**src/rtl/ifetch_pkg.sv**
```systemverilog
// ---------------------------------------------------------------------------
// ifetch_pkg
// Shared defaults and helpers for the instruction fetch unit.
//   DefPcw/DefIw/DefFw/DefOuts/DefDepth/DefCw/DefResetPc : parameter defaults
//   fetchStride() : bytes covered by one fetch line
//   entryWidth()  : width of a receive-buffer entry {line, PC}
//   EntryW        : entry width for the default configuration
// ---------------------------------------------------------------------------
package ifetch_pkg;

    localparam int unsigned DefPcw     = 32;
    localparam int unsigned DefIw      = 32;
    localparam int unsigned DefFw      = 4;
    localparam int unsigned DefOuts    = 4;
    localparam int unsigned DefDepth   = 8;
    localparam int unsigned DefCw      = 8;
    localparam int unsigned DefResetPc = 0;

    // Byte distance between consecutive fetch addresses.
    function automatic int unsigned fetchStride(input int unsigned fw, input int unsigned iw);
        return (fw * iw) / 8;
    endfunction

    // Buffer entry is the fetched line with its PC in the low bits.
    function automatic int unsigned entryWidth(input int unsigned fw, input int unsigned iw,
                                               input int unsigned pcw);
        return fw * iw + pcw;
    endfunction

    localparam int unsigned EntryW = DefFw * DefIw + DefPcw;

endpackage

```
**src/rtl/ifetch_fifo.sv**
```systemverilog
// ---------------------------------------------------------------------------
// ifetch_fifo
// First-word-fall-through FIFO with synchronous clear; used both as the
// receive buffer and as the in-order tag queue of the fetch unit.
// Ports:
//   iClk, iReset      clock, synchronous active-high reset
//   iClear            synchronous flush; beats a same-cycle write and read
//   iWrite, iWData    push (accepted when not full, or full with a pop)
//   iRead             pop (ignored when empty)
//   oRData            head entry, zero when empty
//   oEmpty            no entries
//   oCount            number of entries
// ---------------------------------------------------------------------------
module ifetch_fifo
    import ifetch_pkg::*;
#(
    parameter int unsigned W     = 8,
    parameter int unsigned DEPTH = 8
) (
    input  logic                         iClk,
    input  logic                         iReset,
    input  logic                         iClear,
    input  logic                         iWrite,
    input  logic [W-1:0]                 iWData,
    input  logic                         iRead,
    output logic [W-1:0]                 oRData,
    output logic                         oEmpty,
    output logic [$clog2(DEPTH+1)-1:0]   oCount
);

    localparam int unsigned AW   = (DEPTH > 1) ? $clog2(DEPTH) : 1;
    localparam int unsigned CntW = $clog2(DEPTH + 1);

    logic [W-1:0]    mem [DEPTH];
    logic [AW-1:0]   wrPtrQ;
    logic [AW-1:0]   rdPtrQ;
    logic [CntW-1:0] cntQ;
    logic            full;
    logic            doRead;
    logic            doWrite;

    // Explicit wrap so non-power-of-two depths work too.
    function automatic logic [AW-1:0] nextPtr(input logic [AW-1:0] ptr);
        return (ptr == AW'(DEPTH - 1)) ? '0 : ptr + AW'(1);
    endfunction

    assign oEmpty  = (cntQ == '0);
    assign full    = (cntQ == CntW'(DEPTH));
    assign doRead  = iRead & ~oEmpty;
    // A push into a full FIFO is legal when the head leaves in the same cycle.
    assign doWrite = iWrite & (~full | doRead);

    always_ff @(posedge iClk) begin
        if (iReset || iClear) begin
            wrPtrQ <= '0;
            rdPtrQ <= '0;
            cntQ   <= '0;
        end else begin
            if (doWrite) begin
                wrPtrQ <= nextPtr(wrPtrQ);
            end
            if (doRead) begin
                rdPtrQ <= nextPtr(rdPtrQ);
            end
            case ({doWrite, doRead})
                2'b10:   cntQ <= cntQ + CntW'(1);
                2'b01:   cntQ <= cntQ - CntW'(1);
                default: cntQ <= cntQ;
            endcase
        end
    end

    // Storage needs no reset: a stale slot is never visible behind oEmpty.
    always_ff @(posedge iClk) begin
        if (doWrite) begin
            mem[wrPtrQ] <= iWData;
        end
    end

    assign oRData = oEmpty ? '0 : mem[rdPtrQ];
    assign oCount = cntQ;

endmodule

```
**src/rtl/ifetch_unit.sv**
```systemverilog
// ---------------------------------------------------------------------------
// ifetch_unit
// Instruction fetch front end: issues sequential line fetches to the cache,
// tracks outstanding requests in order, buffers returned lines for the
// decoder and handles redirects by discarding in-flight responses.
// Ports:
//   iClk, iReset                  clock, synchronous active-high reset
//   iJumpVld, iJumpPC             redirect strobe and target
//   toCache_req, toCache_pc       fetch request and address
//   fromCache_ack                 request accepted this cycle
//   fromCache_resp/_instr         in-order response and fetched line
//   fromDec_RE                    decoder pop
//   toDec_RD, toDec_PC            head line and its PC
//   toDec_empty                   receive buffer empty
//   oTimeoutFatal                 sticky response timeout
// ---------------------------------------------------------------------------
module ifetch_unit
    import ifetch_pkg::*;
#(
    parameter int unsigned    PCW      = DefPcw,
    parameter int unsigned    IW       = DefIw,
    parameter int unsigned    FW       = DefFw,
    parameter int unsigned    OUTS     = DefOuts,
    parameter int unsigned    DEPTH    = DefDepth,
    parameter int unsigned    CW       = DefCw,
    parameter logic [PCW-1:0] RESET_PC = PCW'(DefResetPc)
) (
    input  logic                iClk,
    input  logic                iReset,
    input  logic                iJumpVld,
    input  logic [PCW-1:0]      iJumpPC,
    output logic                toCache_req,
    output logic [PCW-1:0]      toCache_pc,
    input  logic                fromCache_ack,
    input  logic                fromCache_resp,
    input  logic [FW*IW-1:0]    fromCache_instr,
    input  logic                fromDec_RE,
    output logic [FW*IW-1:0]    toDec_RD,
    output logic [PCW-1:0]      toDec_PC,
    output logic                toDec_empty,
    output logic                oTimeoutFatal
);

    localparam int unsigned   StrideB = fetchStride(FW, IW);
    localparam int unsigned   LineW   = FW * IW;
    localparam int unsigned   EntW    = entryWidth(FW, IW, PCW);
    localparam int unsigned   InfW    = $clog2(OUTS + 1);
    localparam int unsigned   BufCntW = $clog2(DEPTH + 1);
    localparam logic [CW-1:0] ToMax   = '1;

    logic [PCW-1:0]     pcQ, pcD;
    logic [InfW-1:0]    dropCntQ, dropCntD;
    logic [CW-1:0]      toCntQ, toCntD;
    logic               fatalQ, fatalD;
    logic               jumpPrevQ;

    logic [InfW-1:0]    inflight;
    logic [InfW-1:0]    inflightD;
    logic               reqRaw;
    logic               accept;
    logic               respVld;
    logic               respDrop;
    logic               respKeep;

    logic [EntW-1:0]    bufHead;
    logic               bufEmpty;
    logic [BufCntW-1:0] bufCount;
    logic [PCW-1:0]     tagHead;
    logic               tagEmpty;
    logic [InfW-1:0]    tagCount;

    // The tag queue holds only responses that will be kept; dropCnt holds
    // the ones to be discarded, so together they are the inflight count.
    assign inflight = tagCount + dropCntQ;

    // Credit check: every inflight request may still need a buffer slot.
    assign reqRaw = (inflight < InfW'(OUTS))
                 && ((32'(inflight) + 32'(bufCount)) < DEPTH)
                 && !fatalQ
                 && !jumpPrevQ;

    assign toCache_req = reqRaw & ~iReset;
    assign accept      = toCache_req & fromCache_ack;
    assign respVld     = fromCache_resp & (inflight != '0);
    assign respDrop    = respVld & (dropCntQ != '0);
    // A kept response needs a tag; a redirect in the same cycle discards it.
    assign respKeep    = fromCache_resp & ~iJumpVld & (dropCntQ == '0) & ~tagEmpty;

    always_comb begin
        inflightD = inflight;
        if (accept) begin
            inflightD = inflightD + InfW'(1);
        end
        if (respVld) begin
            inflightD = inflightD - InfW'(1);
        end

        dropCntD = dropCntQ;
        if (iJumpVld) begin
            dropCntD = inflightD;
        end else if (respDrop) begin
            dropCntD = dropCntQ - InfW'(1);
        end

        pcD = pcQ;
        if (iJumpVld) begin
            pcD = iJumpPC;
        end else if (accept) begin
            pcD = pcQ + PCW'(StrideB);
        end

        toCntD = toCntQ;
        if ((inflight == '0) || fromCache_resp) begin
            toCntD = '0;
        end else if (toCntQ != ToMax) begin
            toCntD = toCntQ + CW'(1);
        end

        fatalD = fatalQ | (toCntD == ToMax);
    end

    always_ff @(posedge iClk) begin
        if (iReset) begin
            pcQ       <= RESET_PC;
            dropCntQ  <= '0;
            toCntQ    <= '0;
            fatalQ    <= 1'b0;
            jumpPrevQ <= 1'b0;
        end else begin
            pcQ       <= pcD;
            dropCntQ  <= dropCntD;
            toCntQ    <= toCntD;
            fatalQ    <= fatalD;
            jumpPrevQ <= iJumpVld;
        end
    end

    ifetch_fifo #(
        .W     (PCW),
        .DEPTH (OUTS)
    ) uTagQ (
        .iClk   (iClk),
        .iReset (iReset),
        .iClear (iJumpVld),
        .iWrite (accept),
        .iWData (pcQ),
        .iRead  (respKeep),
        .oRData (tagHead),
        .oEmpty (tagEmpty),
        .oCount (tagCount)
    );

    ifetch_fifo #(
        .W     (EntW),
        .DEPTH (DEPTH)
    ) uBuf (
        .iClk   (iClk),
        .iReset (iReset),
        .iClear (iJumpVld),
        .iWrite (respKeep),
        .iWData ({fromCache_instr, tagHead}),
        .iRead  (fromDec_RE),
        .oRData (bufHead),
        .oEmpty (bufEmpty),
        .oCount (bufCount)
    );

    // Outputs show reset values for the whole time iReset is high.
    always_comb begin
        toCache_pc    = pcQ;
        toDec_RD      = bufHead[EntW-1 -: LineW];
        toDec_PC      = bufHead[PCW-1:0];
        toDec_empty   = bufEmpty;
        oTimeoutFatal = fatalQ;
        if (iReset) begin
            toCache_pc    = RESET_PC;
            toDec_RD      = '0;
            toDec_PC      = '0;
            toDec_empty   = 1'b1;
            oTimeoutFatal = 1'b0;
        end
    end

endmodule

```
**config.mk**
```make
export PLATFORM = sky130hd
export DESIGN_NAME = ifetch_unit
export DESIGN_NICKNAME = d
export VERILOG_FILES = /design/src/rtl/ifetch_pkg.sv /design/src/rtl/ifetch_fifo.sv /design/src/rtl/ifetch_unit.sv
export SDC_FILE = /design/constraint.sdc
export NUM_CORES = 1
export LEC_CHECK = 0
export BUFFER_PORTS_ARGS = -buffer_cell sky130_fd_sc_hd__buf_2
export CAP_MARGIN = 20
export CORE_MARGIN = 2
export CORE_UTILIZATION = 60
export DETAILED_ROUTE_END_ITERATION = 12
export PLACE_DENSITY = 0.81
export SKIP_CTS_REPAIR_TIMING = 1
export SLEW_MARGIN = 20
export SYNTH_ARGS = -nofsm -noshare
export SYNTH_HDL_FRONTEND = slang
export SYNTH_SLANG_ARGS = --single-unit
export TNS_END_PERCENT = 30
```
**constraint.sdc**
```tcl
create_clock -name iClk -period 20.9 [get_ports iClk]
set_input_delay 0 -clock iClk [delete_from_list [all_inputs] [get_ports iClk]]
set_output_delay 0 -clock iClk [all_outputs]
set_load 0.01 [all_outputs]
```
Yosys cells after proc, flatten, opt, wreduce, memory -nomap -nowiden. Memory sizes are Yosys's and may differ from the RTL's. A register that Yosys moved wholly into a read port is not among the register bits. Index checks and enable logic that the tools add are counted.

Register bits: 62. RAM bits: 1408. Bits of input ports: 166. Output and inout bits: 195. Logic and storage cells: 108. Memories: 2.

Add/subtract/negate cells: 15. Magnitude comparators: 2. Equality and inequality tests: 12. Mux-type cells: 29. Bitwise logic cells: 20. Reduce and logical (&&, ||, !) cells: 17.

Memories: uBuf.mem (words 8, width 160, rd ports 1, clocked after Yosys merged registers in 1, wr ports 1, RTL line ifetch_fifo.sv:34) `logic [W-1:0] mem [DEPTH];`; uTagQ.mem (words 4, width 32, rd ports 1, clocked after Yosys merged registers in 1, wr ports 1, RTL line ifetch_fifo.sv:34).

Operators with widths (number): $mux 160 (1); $mux 32 (5); $mux 128 (1); $add 32x5->32 const B (1); $mux 3 (8); $mux 8 (2); $add 3x1->3 const B (4); $and 1x1->1 (11); $eq 3x3->1 const B (3); $logic_not 3->1 (3); $sub 3x1->3 const B (3); $add 8x1->8 const B (1); $eq 2x2->1 const B (4); $eq 8x8->1 const B (1); $mux 2 (4); $ne 8x8->1 const B (1); $pmux 4 s2 (1); $reduce_bool 2->1 (4); $mux 1 (6); $not 1->1 (6); $pmux 3 s2 (1); $reduce_bool 3->1 (2); $add 3x4->5 (1); $lt 5x4->1 const B (1); 12 further kinds (20).

Logic depth before layout (Yosys ltp). Gate-level depths: netlist (run 1).

Depth in word-level cells: 12. Depth in mapped cells: 14. Gate-level depth less buffers: 13.

Hierarchy. From an unflattened synthesis (run 1), not the netlist that was laid out.

Cells, all modules: 2917. Area total of the unflattened synthesis: 58673.8 µm².

By module, submodules not included: ifetch_fifo (uBuf) (times used 1, cells an instance 2107, area an instance 49302.3 µm², sequential area each 38697.1 µm²); ifetch_fifo (uTagQ) (times used 1, cells an instance 266, area an instance 5429.0 µm², sequential area each 4023.9 µm²); ifetch_unit (times used 1, cells an instance 544, area an instance 3942.5 µm², sequential area each 900.9 µm²).

Least setup slack after synthesis (run 1). Ideal clock, no wire load.

Path kind: flip-flop to flip-flop. Start: reg dropCntQ[0]. End: mem uBuf.mem[6][0] (netlist name), enable pin. Library setup time: 0.908 ns. Data arrival time: 13.252 ns. Required time: 19.992 ns. Setup slack: 6.739 ns. Stages on the path, launching flop included: 8. Buffers on the path: 0. Period minus slack after synthesis: 14.161 ns. Cell sequence: dfxtp_1 > inv_1 > ha_1 > and4bb_2 > nand2b_1 > a31oi_1 > nand2_1 > nor3b_1.

Cells in the longest elaborated chain, start to end: 6.

Ends and longest elaborated chain: start, declared (RTL line ifetch_unit.sv:52) `logic [InfW-1:0] dropCntQ, dropCntD;`; start signal, assigned (RTL line ifetch_unit.sv:131) `dropCntQ <= dropCntD;`; $logic_not 3->1 (RTL line ifetch_unit.sv:87) `assign respKeep = fromCache_resp & ~iJumpVld & (dropCntQ == '0) & ~tagEmpty;`; $and 1x1->1 (2 in series) (RTL line ifetch_unit.sv:87); $and 1x1->1 (RTL line ifetch_fifo.sv:51) `assign doWrite = iWrite & (~full | doRead);`; $mux 1 (RTL line ifetch_fifo.sv:75) `if (doWrite) begin`; $mux 1 (implied by the code) (RTL line ifetch_fifo.sv:76) `mem[wrPtrQ] <= iWData;`; end, declared (RTL line ifetch_fifo.sv:34).

No other way between the ends.

Worst setup path after layout (run 1).
Start: reg dropCntQ[0]. End: mem uBuf.mem[7][111] (netlist name), enable pin.

The elaborated chain is that of the path after synthesis.

==> qor.csv, run 1 <==
stage,metric,value,unit
power,leakage,21.5,nW
die,initial_core_util,0.604,
yosys,synth_flop_cell,edfxtp_1,
power,ir_drop,0.0643,mV
die,die_area,0.0978,mm²
route,ant_nets,0,
clocking,clockBufferDepth,3,
finish,most-common-layout-cells,"edfxtp_1 (1408), buf_2 (360), mux4_2 (352)",
die,die_x,313,µm
status,status,"complete, but fails checks",
placed_design,place_area,0.0605,mm²
clocking,clkSlewWorstSetupHoldPaths,60,ps
yosys,avgSynthCellArea,20.8,µm²
clocking,cts_tree,yes,
setup_path,crit_buf_inv,3,
clocking,clk_latency,760,ps
die,coreArea,0.0947,mm²
route,drtIter0Drc,3900,
setup_path,endpoint_kind,flop,
sta,worst_slew_pin_slew,1200,ps
finish,regArea,0.0436,mm²
yosys,synth_cell_types,59,
die,io_pins,361,
setup_path,cp.required,21260,ps
finish,syn_to_final_growth,17.1,%
sta,max_freq,208,MHz
power,p_comb_frac,0.023,
setup_path,worst_path_most_repeated_cell,buf_4,
yosys,synth_top_area_frac,0.739,
clocking,htreeDepth,4,
setup_path,crit_arrival,5170,ps
sta,finalHoldViolCount,7,
global_route,grt_antenna_before_repair,14,
setup_path,cp_top_family,simple AND/OR/NAND/NOR gates,
global_route,grt_max_degree,162,
yosys,synth_top_cell_by_area,edfxtp_1,
hold_path,hold_path_class,in -> reg,
placed_design,hpwl,67400,µm
power,p_int,0.00479,W
yosys,async_reset_ff_frac,0,
setup_path,worst-path-max-fanout,56,
sta,timing.final.crit_share,0.230,
yosys,synth_warnings,0,
placed_design,place_ws,16070,ps
sta,grt_setup_unrepaired,no,
placed_design,port_buffers,360,
power,seq_power_share,0.546,
setup_path,slowest_stage,nor2_4,
sta,hold_slack,-33.1,ps
global_route,grt_pass1_wl,188000,µm
finish,design_area,0.0670,mm²
route,dr.pass1.iters,6,
die,die_h,313,µm
sta,finalClockSkew,29.0,ps
power,switching_share,0.197,
yosys,ys_ff_latch,1475,
route,wl_per_cell,28.3,µm
route,vias,29700,
route,drt-total-wl,133000,µm
setup_path,startpoint_type,flop,
sta,slew_headroom,0.201,
power,p_clk_frac,0.431,
clocking,root_buffer,clkbuf_16,
die,row_count,113,
global_route,grt_pass1_vias,30100,
placed_design,gp_congestion,0.816,
sta,min_period,4820,ps
clocking,cts_sinks,1475,
yosys,syn_nets,2938,
global_route,grt_use_total,0.259,
finish,multi_input_area,0.0130,mm²
sta,setup_viol,0,
yosys,synth_seq_area_share,0.763,
route,drc,0,
sta,maxSlewViolCount,0,
finish,final_common_cell,edfxtp_1,
finish,fill_cells,5449,
sta,fin_tns_setup,0,ps
setup_path,max_stage_delay,840,ps
finish,fin_nets,3519,
sta,setup_ws,16080,ps
setup_path,crit_chain,inv_1 -> ha_1 -> and4bb_2 -> nand2b_1 -> a31oi_1 -> nand2_1 -> nor2_4 -> buf_4 -> buf_4,
yosys,syn_area,0.0572,mm²
clocking,cts_buffers,144,
power,finalPower,0.00596,W
hold_path,whs_path_depth,3,
route,vias_per_cell,6.30,
yosys,syn_inst,2747,
power,switchingPower,0.00117,W
status,violations,hold timing,
yosys,synth_edf_count,1408,
run,maxCapViolations,0,
setup_path,timing_worst_setup_path_type,reg -> reg,
yosys,synth.area.top_cells,"edfxtp_1 (74%), mux4_2 (14%), mux2i_1 (3.0%)",
global_route,gr-total-overflow,0,
finish,layout-drive-gt1-share,0.284,
power,powerDensity,89.1,mW/mm²
setup_path,r2r_cells,9,
setup_path,path_depth,9,
==> worst reg2reg max path: stages (launching register included) <==
cell and delay (ps):
dfxtp_1 330, inv_1 110, ha_1 240, and4bb_2 340, nand2b_1 130, a31oi_1 570, nand2_1 340, nor2_4 840
buf_4 610, buf_4 870
==> final timing paths <==
path,start,slack [ps],to
hold / removal,iReset,-30,pcQ[4]
setup reg to reg,dropCntQ[0],16080,uBuf.mem[7][111]
hold reg to reg,uBuf.rdPtrQ[1],480,flop
setup / recovery,dropCntQ[0],16080,uBuf.mem[7][111]
==> metal layers <==
layer	vias up	share of wire	track usage
met5	-	0.00044	0
met4	10	0.030	0.0837
met3	246	0.074	0.0590
met2	1591	0.53	0.436
met1	15500	0.37	0.340
li1	12400	-	-
==> power by group through the flow <==
stage,Combinational (W),Sequential [W],Clock [W]
2_1_floorplan,0.0000509,0.00331,0
3_3_place_gp,0.0000976,0.00331,0
3_5_place_dp,0.000105,0.00332,0
4_1_cts,0.000107,0.00325,0.00259
5_1_grt,0.000150,0.00325,0.00271
6_report,0.000139,0.00325,0.00257
==> registers in the layout (all words and copies together) (netlist names), named ones only <==
register	count
uBuf.oCount	4
pcQ	32
uBuf.mem	1280
uTagQ.wrPtrQ	2
fatalQ	1
uTagQ.oCount	3
uBuf.rdPtrQ	3
uBuf.wrPtrQ	3
uTagQ.rdPtrQ	2
dropCntQ	3
uTagQ.mem	128
jumpPrevQ	1
toCntQ	8
==> cells in the mapped netlist (6+ instances only) <==
cell,instances
edfxtp_1,1408
mux4_2,352
nor2_1,222
mux2i_1,174
clkbuf_1,87
dfxtp_1,67
nor2b_1,63
buf_1,55
nand2_1,40
nand3_1,25
inv_1,23
a21oi_1,22
ha_1,22
nor3_1,21
xnor2_1,18
o21ai_0,17
a211oi_1,16
nor4_1,13
and2_1,8
and3_1,8
nand4_1,8
nor3b_1,6
==> cell families (layout without fill, tap and decap cells) <==
logic type,Yosys count,count (layout),share of synthesized area
multiplexers,526,526,0.169
AND/OR/NAND/NOR,441,441,0.0368
other,0,7,0
flip-flops,1475,1475,0.763
buffers and inverters,169,865,0.0112
XOR/XNOR,22,22,0.00363
AO/OA/AOI/OAI,89,89,0.0104
adder cells (fa/ha/maj),25,25,0.00586
==> metrics by stage <==
stage	utilization	hold slack, ps	instances
finish	0.707	-33.1	4715
global route	0.707	5.77	4712
global placement	0.638	216	4272
detailed placement	0.638	232	4272
floorplan	-	98.9	2747
CTS	0.688	-550	4533
==> final cells by class <==
cell class	instances	area share
Antenna cell	7	0.000262
Clock inverter	75	0.0115
Clock buffer	186	0.0585
Timing Repair Buffer	579	0.0593
Inverter	25	0.00140
Tap cell	1265	0.0236
Multi-Input combinational cell	1103	0.194
Sequential cell	1475	0.652
Note: power is estimated with default switching activity, not from simulation.
==> run 2: changes to the inputs <==
- clock period: 20.9 -> 4.6 ns (I/O delays scaled with it)
==> qor.csv, run 2 (same netlist as run 1, synthesis figures left out) <==
stage,metric,value,unit,change
placed_design,place_area,0.0610,mm²,+0.95%
die,die_area,0.0978,mm²,unchanged
placed_design,place_ws,779,ps,-15290 ps
finish,largest_reg_flops,1280,,unchanged
finish,layout-drive-gt1-share,0.294,,+0.00942
sta,setup_ws,378,ps,-15710 ps
sta,setup_viol,0,,unchanged
placed_design,port_buffers,360,,unchanged
global_route,grt_antenna_before_repair,6,,-8
global_route,grt_pass1_wl,193000,µm,+2.9%
power,p_comb_frac,0.023,,about the same
setup_path,max_stage_delay,770,ps,-70 ps
sta,fin_tns_setup,0,ps,unchanged
sta,worst_slew_pin_slew,1100,ps,-101 ps
sta,finalHoldViolCount,0,,-7
setup_path,worst-path-max-fanout,24,,-57%
sta,slew_headroom,0.267,,+0.0653
sta,min_period,4220,ps,-594 ps
setup_path,startpoint_type,flop,,
route,vias_per_cell,6.38,,+1.2%
route,vias,30200,,+1.5%
power,ir_drop,0.356,mV,+450%
die,io_pins,361,,unchanged
power,leakage,21.7,nW,+1.0%
global_route,grt_max_degree,162,,unchanged
setup_path,crit_chain,ha_1 -> fa_1 -> ha_1 -> a31oi_1 -> o21ai_2 -> or4_1 -> o31a_1 -> o311a_1 -> dlygate4sd3_1,,
route,drt-total-wl,135000,µm,+1.3%
sta,max_freq,237,MHz,+14%
placed_design,gp_congestion,0.827,,+1.3%
power,finalPower,0.0275,W,+360%
finish,design_area,0.0676,mm²,+0.96%
sta,finalClockSkew,37.6,ps,+8.60 ps
clocking,clk_latency,750,ps,about the same
clocking,htreeDepth,4,,unchanged
die,die_x,313,µm,unchanged
clocking,cts_sinks,1475,,unchanged
global_route,gr-total-overflow,0,,unchanged
power,switching_share,0.195,,-0.00207
global_route,grt_use_total,0.267,,+0.00762
route,dr.pass1.iters,5,,-1
finish,fin_nets,3544,,+0.71%
sta,maxSlewViolCount,0,,unchanged
setup_path,cp.required,5220,ps,-16040 ps
finish,final_common_cell,edfxtp_1,,
setup_path,crit_arrival,4840,ps,-330 ps
route,wl_per_cell,28.6,µm,+0.97%
setup_path,timing_worst_setup_path_type,reg -> reg,,
finish,most-common-layout-cells,"edfxtp_1 (1408), buf_2 (360), mux4_2 (352)",,
sta,timing.final.crit_share,0.918,,+0.687
finish,reg_top3,"uBuf.mem: 1280 flops, uTagQ.mem: 128 flops, pcQ: 32 flops",,
power,p_clk_frac,0.439,,+0.008
clocking,root_buffer,clkbuf_16,,
finish,regMostFlops,uBuf.mem,,
power,p_int,0.0221,W,+360%
sta,grt_setup_unrepaired,no,,
die,initial_core_util,0.604,,unchanged
power,powerDensity,407,mW/mm²,+360%
die,coreArea,0.0947,mm²,unchanged
hold_path,hold_path_class,in -> reg,,
route,drtIter0Drc,3236,,-17%
route,drc,0,,unchanged
clocking,clkSlewWorstSetupHoldPaths,60,ps,about the same
global_route,grt_pass1_vias,30300,,+0.85%
setup_path,slowest_stage,or4_1,,
status,status,completed,,
setup_path,worst_path_most_repeated_cell,ha_1,,
finish,syn_to_final_growth,18.2,%,
power,seq_power_share,0.538,,-0.008
clocking,cts_buffers,143,,-0.69%
power,switchingPower,0.00535,W,+360%
placed_design,hpwl,69500,µm,+3.2%
clocking,cts_tree,yes,,
setup_path,endpoint_kind,flop,,
route,ant_nets,0,,unchanged
clocking,clockBufferDepth,3,,unchanged
run,maxCapViolations,0,,unchanged
die,die_h,313,µm,unchanged
die,row_count,113,,unchanged
-- run 2: worst max-delay path: cells and delay by family, from the launching register on --
family                   cells  cell delay [ps]
buffers and inverters        1              560
AO/OA/AOI/OAI                4             1320
adder cells (fa/ha/maj)      3             1000
flip-flops                   1              470
AND/OR/NAND/NOR              1              770
-- run 2: worst paths after layout --
check	startpoint	endpoint	cells past startpoint	slack, ps
min	iReset	pcQ[1]	3	7
max reg2reg	uTagQ.oCount[0]	pcQ[31]	9	380
min reg2reg	uTagQ.rdPtrQ[1]	uTagQ.rdPtrQ[1]	2	510
max	uTagQ.oCount[0]	pcQ[31]	9	380
-- run 2: through the flow --
step	util	hold WS [ps]	cells
after floorplan	-	98.9	2747
after global placement	0.644	223	4300
after detailed placement	0.644	227	4300
after CTS	0.695	-555	4554
after global routing	0.714	6.44	4730
final	0.714	7.15	4730
-- run 2: area by class of cell --
type	count	area, µm²
Sequential cell	1475	43600
Fill cell	5348	27100
Multi-Input combinational cell	1103	13100
Timing Repair Buffer	605	4430
Clock buffer	180	3880
Tap cell	1265	1580
Clock inverter	74	912
Inverter	25	93.8
Antenna cell	3	7.51
-- run 2: layer usage --
layer | track usage | vias to the layer above | wire length (µm) | share of wire
li1 | - | 12500 | - | -
met5 | 0 | - | 39 | 0.00029
met1 | 0.351 | 15800 | 50300 | 0.37
met2 | 0.460 | 1644 | 71500 | 0.53
met4 | 0.0857 | 6 | 3710 | 0.027
met3 | 0.0454 | 258 | 9480 | 0.070
-- run 2: power by group through the flow --
stage	logic [W]	registers (W)	clock network, W
3_3_place_gp	0.000451	0.0151	0
3_5_place_dp	0.000489	0.0151	0
5_1_grt	0.000694	0.0148	0.0127
6_report	0.000641	0.0148	0.0121
4_1_cts	0.000496	0.0148	0.0121
2_1_floorplan	0.000237	0.0151	0
